**src/rtl/log_arith_pkg.sv**
```systemverilog
// Shared log-domain helpers for the Mitchell multiplier/divider family:
// leading-one detection and the normalized operand record.
package log_arith_pkg;

  localparam int FRAC_W = 15;
  localparam int K_W    = 5;

  typedef struct packed {
    logic              sign;
    logic [K_W-1:0]    k;
    logic [FRAC_W-1:0] frac;
  } log_operand_t;

  // Index of the most significant set bit; a zero input reports 0.
  function automatic logic [K_W-1:0] get_k(input logic [15:0] v);
    logic [K_W-1:0] k;
    k = '0;
    for (int i = 0; i < 16; i++) begin
      if (v[i]) k = K_W'(i);
    end
    return k;
  endfunction

endpackage

```
**src/rtl/log_lod_norm16.sv**
```systemverilog
// Combinational leading-one detector and normalizer: unsigned magnitude in,
// characteristic k and the 15-bit fraction below the leading one out.
module log_lod_norm16
  import log_arith_pkg::*;
(
  input  logic [15:0]       mag_i,
  output logic [K_W-1:0]    k_o,
  output logic [FRAC_W-1:0] frac_o
);

  logic [15:0] shifted;

  always_comb begin
    k_o     = get_k(mag_i);
    shifted = mag_i << (4'd15 - k_o[3:0]);
    frac_o  = shifted[14:0];
  end

endmodule

```
**src/rtl/mitchell_log_divider_16_pipe.sv**
```systemverilog
// Three-stage approximate signed 16-bit divider in the Mitchell log domain:
// normalize, subtract logs with error compensation, antilog and apply sign.
module mitchell_log_divider_16_pipe
  import log_arith_pkg::*;
#(
  parameter int M_WIDTH  = 10,
  parameter int FRAC_OUT = 8
)
(
  input  logic        i_clk,
  input  logic        i_rst_n,
  input  logic        i_valid,
  output logic        o_ready,
  input  logic [15:0] i_a,
  input  logic [15:0] i_b,
  output logic        o_valid,
  input  logic        i_ready,
  output logic [31:0] o_q,
  output logic        o_dz
);

  localparam logic [FRAC_W-1:0] REM_MASK =
    FRAC_W'((32'd1 << (FRAC_W - M_WIDTH)) - 32'd1);

  logic advance;

  // Stage 1 state
  logic         s1Valid_q;
  log_operand_t s1A_q, s1B_q, s1A_d, s1B_d;
  logic         s1Az_q, s1Bz_q;

  // Stage 2 state
  logic                      s2Valid_q;
  logic                      s2Sign_q, s2Dz_q, s2Az_q;
  logic signed [5:0]         s2E_q, s2E_d;
  logic        [M_WIDTH:0]   s2Mant_q, s2Mant_d;

  // Output stage state
  logic        outValid_q;
  logic [31:0] outQ_q, outQ_d;
  logic        outDz_q;

  logic [15:0]       absA, absB;
  logic [K_W-1:0]    kA, kB;
  logic [FRAC_W-1:0] fracA, fracB;

  // One global enable: the whole pipe moves only when the output slot frees up.
  assign advance = ~outValid_q | i_ready;
  assign o_ready = advance;
  assign o_valid = outValid_q;
  assign o_q     = outQ_q;
  assign o_dz    = outDz_q;

  always_comb begin
    absA = i_a[15] ? 16'(-i_a) : i_a;
    absB = i_b[15] ? 16'(-i_b) : i_b;
  end

  log_lod_norm16 u_lod_a (
    .mag_i  (absA),
    .k_o    (kA),
    .frac_o (fracA)
  );

  log_lod_norm16 u_lod_b (
    .mag_i  (absB),
    .k_o    (kB),
    .frac_o (fracB)
  );

  always_comb begin
    s1A_d = '{sign: i_a[15], k: kA, frac: fracA};
    s1B_d = '{sign: i_b[15], k: kB, frac: fracB};
  end

  logic [M_WIDTH-1:0]      faT, fbT;
  logic [FRAC_W-1:0]       remA, remB;
  logic                    comp;
  logic signed [M_WIDTH+1:0] diff;
  logic signed [5:0]       eRaw;

  // Mantissa difference with the rounding compensation for truncated bits;
  // a borrow or a carry renormalizes mantissa into [1,2) and moves e by one.
  always_comb begin
    faT  = s1A_q.frac[FRAC_W-1 -: M_WIDTH];
    fbT  = s1B_q.frac[FRAC_W-1 -: M_WIDTH];
    remA = s1A_q.frac & REM_MASK;
    remB = s1B_q.frac & REM_MASK;
    comp = (M_WIDTH < FRAC_W) && (s1A_q.k >= K_W'(3)) &&
           (s1B_q.k >= K_W'(3)) && (remA > remB);
    diff = $signed({2'b00, faT}) - $signed({2'b00, fbT}) +
           $signed({{(M_WIDTH + 1){1'b0}}, comp});
    eRaw = $signed({1'b0, s1A_q.k}) - $signed({1'b0, s1B_q.k});
    s2E_d    = eRaw;
    s2Mant_d = {1'b1, diff[M_WIDTH-1:0]};
    if (diff[M_WIDTH+1]) begin
      s2E_d    = eRaw - 6'sd1;
      s2Mant_d = diff[M_WIDTH:0];
    end else if (diff[M_WIDTH]) begin
      s2E_d    = eRaw + 6'sd1;
      s2Mant_d = {1'b1, {M_WIDTH{1'b0}}};
    end
  end

  logic [15:0] mant16;
  logic [31:0] mag;
  int          sh;

  // Antilog: place the 1.15 mantissa at weight 2^(e) in the Q.FRAC_OUT output.
  always_comb begin
    mant16 = 16'(s2Mant_q) << (FRAC_W - M_WIDTH);
    sh     = int'(s2E_q) + FRAC_OUT - FRAC_W;
    if (sh >= 0) mag = {16'd0, mant16} << sh;
    else         mag = {16'd0, mant16} >> (-sh);
    if (s2Dz_q)      outQ_d = s2Sign_q ? 32'h8000_0001 : 32'h7FFF_FFFF;
    else if (s2Az_q) outQ_d = 32'd0;
    else             outQ_d = s2Sign_q ? -mag : mag;
  end

  always_ff @(posedge i_clk or negedge i_rst_n) begin
    if (!i_rst_n) begin
      s1Valid_q  <= 1'b0;
      s1A_q      <= '0;
      s1B_q      <= '0;
      s1Az_q     <= 1'b0;
      s1Bz_q     <= 1'b0;
      s2Valid_q  <= 1'b0;
      s2Sign_q   <= 1'b0;
      s2Dz_q     <= 1'b0;
      s2Az_q     <= 1'b0;
      s2E_q      <= '0;
      s2Mant_q   <= '0;
      outValid_q <= 1'b0;
      outQ_q     <= '0;
      outDz_q    <= 1'b0;
    end else if (advance) begin
      s1Valid_q  <= i_valid;
      s1A_q      <= s1A_d;
      s1B_q      <= s1B_d;
      s1Az_q     <= (i_a == 16'd0);
      s1Bz_q     <= (i_b == 16'd0);
      s2Valid_q  <= s1Valid_q;
      s2Sign_q   <= s1A_q.sign ^ s1B_q.sign;
      s2Dz_q     <= s1Bz_q;
      s2Az_q     <= s1Az_q;
      s2E_q      <= s2E_d;
      s2Mant_q   <= s2Mant_d;
      outValid_q <= s2Valid_q;
      outQ_q     <= outQ_d;
      outDz_q    <= s2Dz_q;
    end
  end

endmodule

```
**config.mk**
```make
export PLATFORM = sky130hd
export DESIGN_NAME = mitchell_log_divider_16_pipe
export DESIGN_NICKNAME = d
export VERILOG_FILES = /design/src/rtl/log_arith_pkg.sv /design/src/rtl/log_lod_norm16.sv /design/src/rtl/mitchell_log_divider_16_pipe.sv
export SDC_FILE = /design/constraint.sdc
export NUM_CORES = 1
export LEC_CHECK = 0
export CAP_MARGIN = 20
export CORE_MARGIN = 10
export CORE_UTILIZATION = 60
export DETAILED_ROUTE_END_ITERATION = 12
export DONT_BUFFER_PORTS = 1
export HOLD_SLACK_MARGIN = 0.02
export PLACE_DENSITY = 0.76
export RECOVER_POWER = 50
export SYNTH_ARGS = -nofsm -noshare
export SYNTH_HDL_FRONTEND = slang
export SYNTH_SLANG_ARGS = --single-unit
```
**constraint.sdc**
```tcl
create_clock -name i_clk -period 6.5 [get_ports i_clk]
set_input_delay 1.625 -clock i_clk [delete_from_list [all_inputs] [get_ports i_clk]]
set_output_delay 1.625 -clock i_clk [all_outputs]
set_load 0.01 [all_outputs]
```
Yosys cells after proc, flatten, opt, wreduce, memory -nomap -nowiden
Index checks and enable logic that the tools add are counted.

Bitwise gates (word level): 3. Reductions and logical operators: 4. Shift operators: 4. $lt $le $gt $ge: 4. Multiplexer cells: 41. Add/subtract/negate cells: 13.

Operators by type and width (count): 32-bit 2-to-1 mux (5); 4-bit 2-to-1 mux (16); 16-bit logical NOT (2); 16-bit 2-to-1 mux (2); 16-bit negation (2); 32-bit negation (1); 8-bit negation with 32-bit output (1); 16-bit by 32-bit left shift with 32-bit output (1); 16-bit by 4-bit left shift with 15-bit output (2); 16-bit by 32-bit >> shifter with 32-bit output (1); 3-bit 2-to-1 mux (8); 11-bit by 2-bit adder with 12-bit output (1); 6-bit 2-to-1 mux (2); 11-bit 2-to-1 mux (1); 10-bit by 10-bit subtractor with 11-bit output (1); 5-bit by 2-bit greater-or-equal comparator with 1-bit output (second input constant) (2); 10-bit 2-to-1 mux (1); 8-bit by 1-bit greater-or-equal comparator with 1-bit output (second input constant) (1); 2-bit 2-to-1 mux (4); 4-bit subtractor (first input constant) (2); 7-bit by 5-bit subtractor with 8-bit output (second input constant) (1); 6-bit by 5-bit adder with 7-bit output (second input constant) (1); 6-bit by 2-bit adder with 6-bit output (second input constant) (1); 5-bit by 5-bit subtractor with 6-bit output (1); other kinds (7) (9).

Register bits: 100. Bits of input ports: 36. Logic and storage cells: 87. Output and inout bits: 35.

Depth between registers and ports, before layout
Gate-level depths: netlist of the first run.

Depth in word-level cells: 19. Depth in mapped cells: 23. Mapped depth without buffers: 19.

By module
From an unflattened synthesis of the first run, not the netlist that was laid out.

Cells, all modules: 1511. Area, all modules: 11591.1 um2.

Modules (own cells, without submodules): mitchell_log_divider_16_pipe (times used 1, cells an instance 1185, area each 9444.1 um2); log_lod_norm16 (times used 2, cells an instance 163, area each 1073.5 um2).

Least setup slack after synthesis of the first run
OpenSTA, ideal clock, no wires.

Path type: register -> register. From: register s2E_q[0]. To: register outQ_q[20] (netlist: o_q[20]). Arrival time: 4.973 ns. Cell stages (with the launch flop): 24. Clock period less this slack: 5.050 ns. Path slack: 1.450 ns. Path buffers: 4. Cells stage by stage: dfrtp_1 > ha_1 > buf_6 > or3b_2 > mux2i_1 > or2_2 > clkbuf_1 > nand4_1 > ha_1 > or4_1 > nor4_1 > a21boi_0 > and3_1 > clkbuf_1 > and2_1 > nand2_1 > ha_1 > inv_1 > o41a_1 > or4_4 > buf_6 > o21ai_0 > xor2_1 > a21oi_1.

Cells in the longest elaborated chain, start to end: 9. Elaborated cells between the ends (all ways): 11. Classes of those cells: add/sub (4); order compare (1); shift (2); mux (4).

RTL lines: from (decl) (line mitchell_log_divider_16_pipe.sv:35) `logic signed [5:0] s2E_q, s2E_d;`; from (signal assigned) (line mitchell_log_divider_16_pipe.sv:131) `s2E_q <= '0;`; from (signal assigned) (line mitchell_log_divider_16_pipe.sv:146) `s2E_q <= s2E_d;`; 6-bit by 5-bit adder with 7-bit output (*) (line mitchell_log_divider_16_pipe.sv:112) `sh = int'(s2E_q) + FRAC_OUT - FRAC_W;`; 7-bit by 5-bit subtractor with 8-bit output (*) (line mitchell_log_divider_16_pipe.sv:112); 8-bit negation with 32-bit output (line mitchell_log_divider_16_pipe.sv:114) `else mag = {16'd0, mant16} >> (-sh);`; 16-bit by 32-bit >> shifter with 32-bit output (line mitchell_log_divider_16_pipe.sv:114); 32-bit 2-to-1 mux (*) (line mitchell_log_divider_16_pipe.sv:113) `if (sh >= 0) mag = {16'd0, mant16} << sh;`; 32-bit negation (line mitchell_log_divider_16_pipe.sv:117) `else outQ_d = s2Sign_q ? -mag : mag;`; 32-bit 2-to-1 mux (*) (line mitchell_log_divider_16_pipe.sv:117); 32-bit 2-to-1 mux (*) (line mitchell_log_divider_16_pipe.sv:116) `else if (s2Az_q) outQ_d = 32'd0;`; 32-bit 2-to-1 mux (*) (line mitchell_log_divider_16_pipe.sv:115) `if (s2Dz_q) outQ_d = s2Sign_q ? 32'h8000_0001 : 32'h7FFF_FFFF;`; to (signal assigned) (line mitchell_log_divider_16_pipe.sv:149) `outQ_q <= outQ_d;`; to (decl) (line mitchell_log_divider_16_pipe.sv:40) `logic [31:0] outQ_q, outQ_d;`.

Every way passes the cells marked *; elsewhere a longest branch is shown, timed or not. A chain may end at the register's enable or synchronous reset.

Worst setup path in the final report of the first run
From: register s2E_q[1]. To: register outQ_q[23] (netlist: o_q[23]).

The elaborated chain is that of the path after synthesis.

==> results of run 1 <==
## worst max path at each step
| stage | from | end | slack [ns] | cells past startpoint |
|---|---|---|---|---|
| after floorplan | s2E_q[0] | o_q[20] | 1.45 | 23 |
| after global placement | s2E_q[1] | o_q[23] | 0.91 | 17 |
| after detailed placement | s2E_q[1] | o_q[23] | 0.78 | 17 |
| after CTS | s2E_q[1] | o_q[23] | 0.73 | 17 |
| after global routing | s2E_q[1] | o_q[23] | 0.15 | 17 |
| final | s2E_q[1] | o_q[23] | 0.60 | 17 |
## flip-flops by register name, indices dropped and copies added (netlist names)
name	count
s2E_q	6
s2Sign_q	1
s1A_q	5
o_q	32
s2Mant_q	11
s1B_q	5
fbT	10
s1Bz_q	1
s1Az_q	1
o_valid	1
faT	10
remA	5
remB	5
o_dz	1
s2Valid_q	1
s1Valid_q	1
s2Az_q	1
s2Dz_q	1
## power breakdown
| part | switching [mW] | total (mW) | internal [mW] |
|---|---|---|---|
| registers | 0.325 | 1.14 | 0.817 |
| logic | 2.47 | 4.11 | 1.63 |
| clock network | 0.247 | 0.529 | 0.281 |
| total | 3.04 | 5.78 | 2.73 |
## layout by cell type (no fill, tap or decap), types with 7 or more instances in the layout
cell / synthesis / final
or4_1: 21 / 21
o31ai_1: 22 / 22
nor4_1: 26 / 26
nor2b_1: 14 / 14
a2bb2oi_1: 7 / 7
dfrtp_1: 98 / 98
o211ai_1: 25 / 25
mux4_2: 17 / 17
a22oi_1: 7 / 7
and3_1: 16 / 16
o41ai_1: 9 / 9
xor2_1: 22 / 22
or2_2: 13 / 13
o21ai_0: 81 / 81
a21o_1: 18 / 18
xnor2_1: 41 / 41
a211oi_1: 13 / 13
or3_1: 14 / 14
nor2_1: 139 / 139
mux2i_1: 58 / 58
clkbuf_16: 0 / 9
inv_1: 51 / 50
ha_1: 37 / 37
nand3_1: 44 / 44
nand4_1: 16 / 16
nor3b_1: 8 / 8
buf_4: 2 / 14
nor3_1: 43 / 43
and2_1: 10 / 10
o22ai_1: 20 / 20
a31oi_1: 24 / 24
a21oi_1: 86 / 86
nand2b_1: 13 / 13
mux2_2: 14 / 14
nand2_1: 159 / 159
o21a_1: 11 / 11
## per-layer routing
layer / track usage / up-vias / wire [um]
met5: 0 / - / 0
met4: 0.116 / 0 / 1200
met3: 0.0379 / 94 / 2000
met2: 0.429 / 464 / 15500
met1: 0.327 / 5309 / 13700
li1: - / 5318 / -
## metrics by stage
step | power [mW] | utilization | setup WS, ns | hold slack (ns)
finish | 5.78 | 0.619 | 0.602 | 0.463
global route | 6.23 | 0.619 | 0.147 | 0.476
CTS | 5.69 | 0.619 | 0.735 | 0.461
detailed placement | 5.14 | 0.603 | 0.779 | 0.447
global placement | 5.04 | 0.603 | 0.910 | 0.441
floorplan | 4.31 | - | 1.45 | 0.430
## cells in the mapped netlist, types with 7 or more instances
cell,count,area (um2)
nor3b_1,8,60.1
or2_2,13,81.3
a2bb2oi_1,7,61.3
a21oi_1,86,430
nand4_1,16,100
mux2_2,14,158
dfrtp_1,98,2450
o21a_1,11,82.6
a211oi_1,13,97.6
inv_1,51,191
and3_1,16,100
nand2b_1,13,81.3
nor3_1,43,215
clkbuf_1,66,248
o31ai_1,22,165
buf_2,22,110
o41ai_1,9,78.8
nor2b_1,14,87.6
nor4_1,26,163
a21o_1,18,135
mux4_2,17,383
or4_1,21,158
xor2_1,22,193
a22oi_1,7,52.6
and2_1,10,62.6
o211ai_1,25,188
o21ai_0,81,405
nor2_1,139,522
or3_1,14,87.6
o22ai_1,20,125
a31oi_1,24,150
nand3_1,44,220
nand2_1,159,597
mux2i_1,58,581
ha_1,37,463
xnor2_1,41,359
## cell type report
type / instances / share of cell area
clock buffer: 11 / 0.0220
clock inverter: 5 / 0.00337
inverter: 55 / 0.0181
multi-input combinational: 1202 / 0.708
sequential: 98 / 0.213
tap: 234 / 0.0255
timing repair buffer: 15 / 0.00947
## kinds of logic after synthesis
kind of cell | count (synthesis) | synth area share
AOI/OAI and AO/OA | 440 | 0.273
xor gates and xnor gates | 65 | 0.0526
adders and majority gates | 39 | 0.0447
buffers and inverters | 157 | 0.0589
DFF | 98 | 0.218
muxes | 93 | 0.104
and+or+nand+nor | 565 | 0.249
## worst max-delay path, delay by kind of cell (launching register included)
family	cells	cell delay [ns]
buffers and inverters	1	0.19
AO/OA/AOI/OAI	3	1.20
multiplexers	1	0.27
flip-flops	1	0.56
adder cells (fa/ha/maj)	2	0.44
AND/OR/NAND/NOR	10	3.15
==> impl_metrics.csv, run 1 <==
group,metric,value,unit
place,dp_cells,1603,
detailed_routing,routedWlPerCell,20.0,um
detailed_routing,drt-pass1-iter-count,5,
pwr,power_density,502,nW/um2
grt,grt_pass1_vias,10300,
place,dp_hpwl,24300,um
setup_path,cp.arrival,6.19,ns
synthesis,ys.flop_type,"dfrtp_1",
pwr,p_leak,4.64,nW
floorplanning,rows,50,
layout,drive_gt1_frac,0.0794,
floorplanning,io_pins,71,
setup_path,critPathCaptureType,"register",
timing,slew_violations,73,
synthesis,synthCells,1457,
synthesis,ys_seq_area_frac,0.218,
floorplanning,initial_core_util,0.606,
timing,fin_tns_setup,0,ns
setup_path,path_cells,"ha_1 > buf_4 > or3b_2 > mux2i_1 > or2_2 > nand4_1 > ha_1 > or4_1 > nor4_1 > a21boi_0 > nand3_1 > o31ai_1 > nor3_1 > nand2_1 > nor3_1 > a2111oi_0 > nand3b_1",
detailed_routing,drt-initial-drc-count,949,
floorplanning,die_width,157,um
detailed_routing,wl,32400,um
synthesis,yosys_warnings,0,
setup_path,slowest_delay,0.56,ns
floorplanning,die_h,157,um
timing,finalCritPeriodShare,0.907,
setup_path,critPathSlowestCell,"dfrtp_1",
cts,cts_setup_buffers,0,
setup_path,r2r_end,"o_q[23]",
layout,fillCellCount,1709,
timing,rsz0062_at_grt,"no",
grt,grt_usage,0.259,
setup_path,r2r-start,"s2E_q[1]",
outcome,status,"finished with violations",
synthesis,synthesis.nets,1532,
layout,nNetsFinal,1456,
cts,path_clk_slew,0.08,ns
timing,finalHoldViolCount,0,
grt,overflow,0,
setup_path,critPathRequiredTime,6.80,ns
run,maxCapViolCount,1,
synthesis,async_reset_ff_frac,1.00,
setup_path,rr_worst_depth,17,
setup_path,critPathKind,"register to register",
detailed_routing,drc,0,
layout,layout.cells.non_filler,1620,
layout,antenna_cells,0,
place,dpl_cell_area,11200,um2
timing,setup_viol,0,
cts,cts_root_buf,"clkbuf_16",
worst_hold_path,hold_depth,2,
cts,cts_resized,0,
synthesis,synth-edff-count,0,
cts,cts_buffers,9,
worst_hold_path,hp-class,"register to register",
cts,insertion_delay,0.36,ns
synthesis,mappedNetlistArea,11300,um2
cts,clock-sinks,98,
layout,design_area,11500,um2
setup_path,crit_path_start_kind,"register",
outcome,failed_checks,"capacitance limit, slew limit",
grt,antenna_found_initial,0,
timing,worstMarginPinSlew,3.18,ns
synthesis,synth_seq_cells,98,
detailed_routing,num_vias,11200,
timing,slew-limit-headroom,-1.12,
place,port_buffers,0,
layout,seq_area,2450,um2
setup_path,path_max_fanout,14,
layout,multiInputGateArea,8150,um2
synthesis,avgSynthCellArea,7.73,um2
pwr,vdd_drop_max,0.221,mV
detailed_routing,viasPerCell,6.90,
grt,grt_pass1_wl,53200,um
layout,area_growth,2.11,%
worst_hold_path,hold_start,"s2Valid_q",
cts,cts_tree,"yes",
place,place_congestion,1.02,
grt,grt_max_degree,99,
timing,fin_crit,5.90,ns
worst_hold_path,whs_endpoint,"s2Valid_q",
timing,skew,0.0169,ns
synthesis,yosys.cell_types.count,104,
cts,h-tree-depth,3,
timing,fmax,170,MHz
floorplanning,die-area,24600,um2
cts,clockBufferDepth,2,
floorplanning,core-area,18600,um2
detailed_routing,ant_nets,0,
cts,holdBufCountCts,0,
setup_path,rrSetupSlack,0.60,ns
(Power assumes the default switching activity.)
==> run 2: changes to the inputs <==
- GPL_ROUTABILITY_DRIVEN: not set -> 1
- HOLD_SLACK_MARGIN: 0.02 -> 0.03
==> results of run 2 <==
Final layout, timing and power as in run 1 (identical DEF).
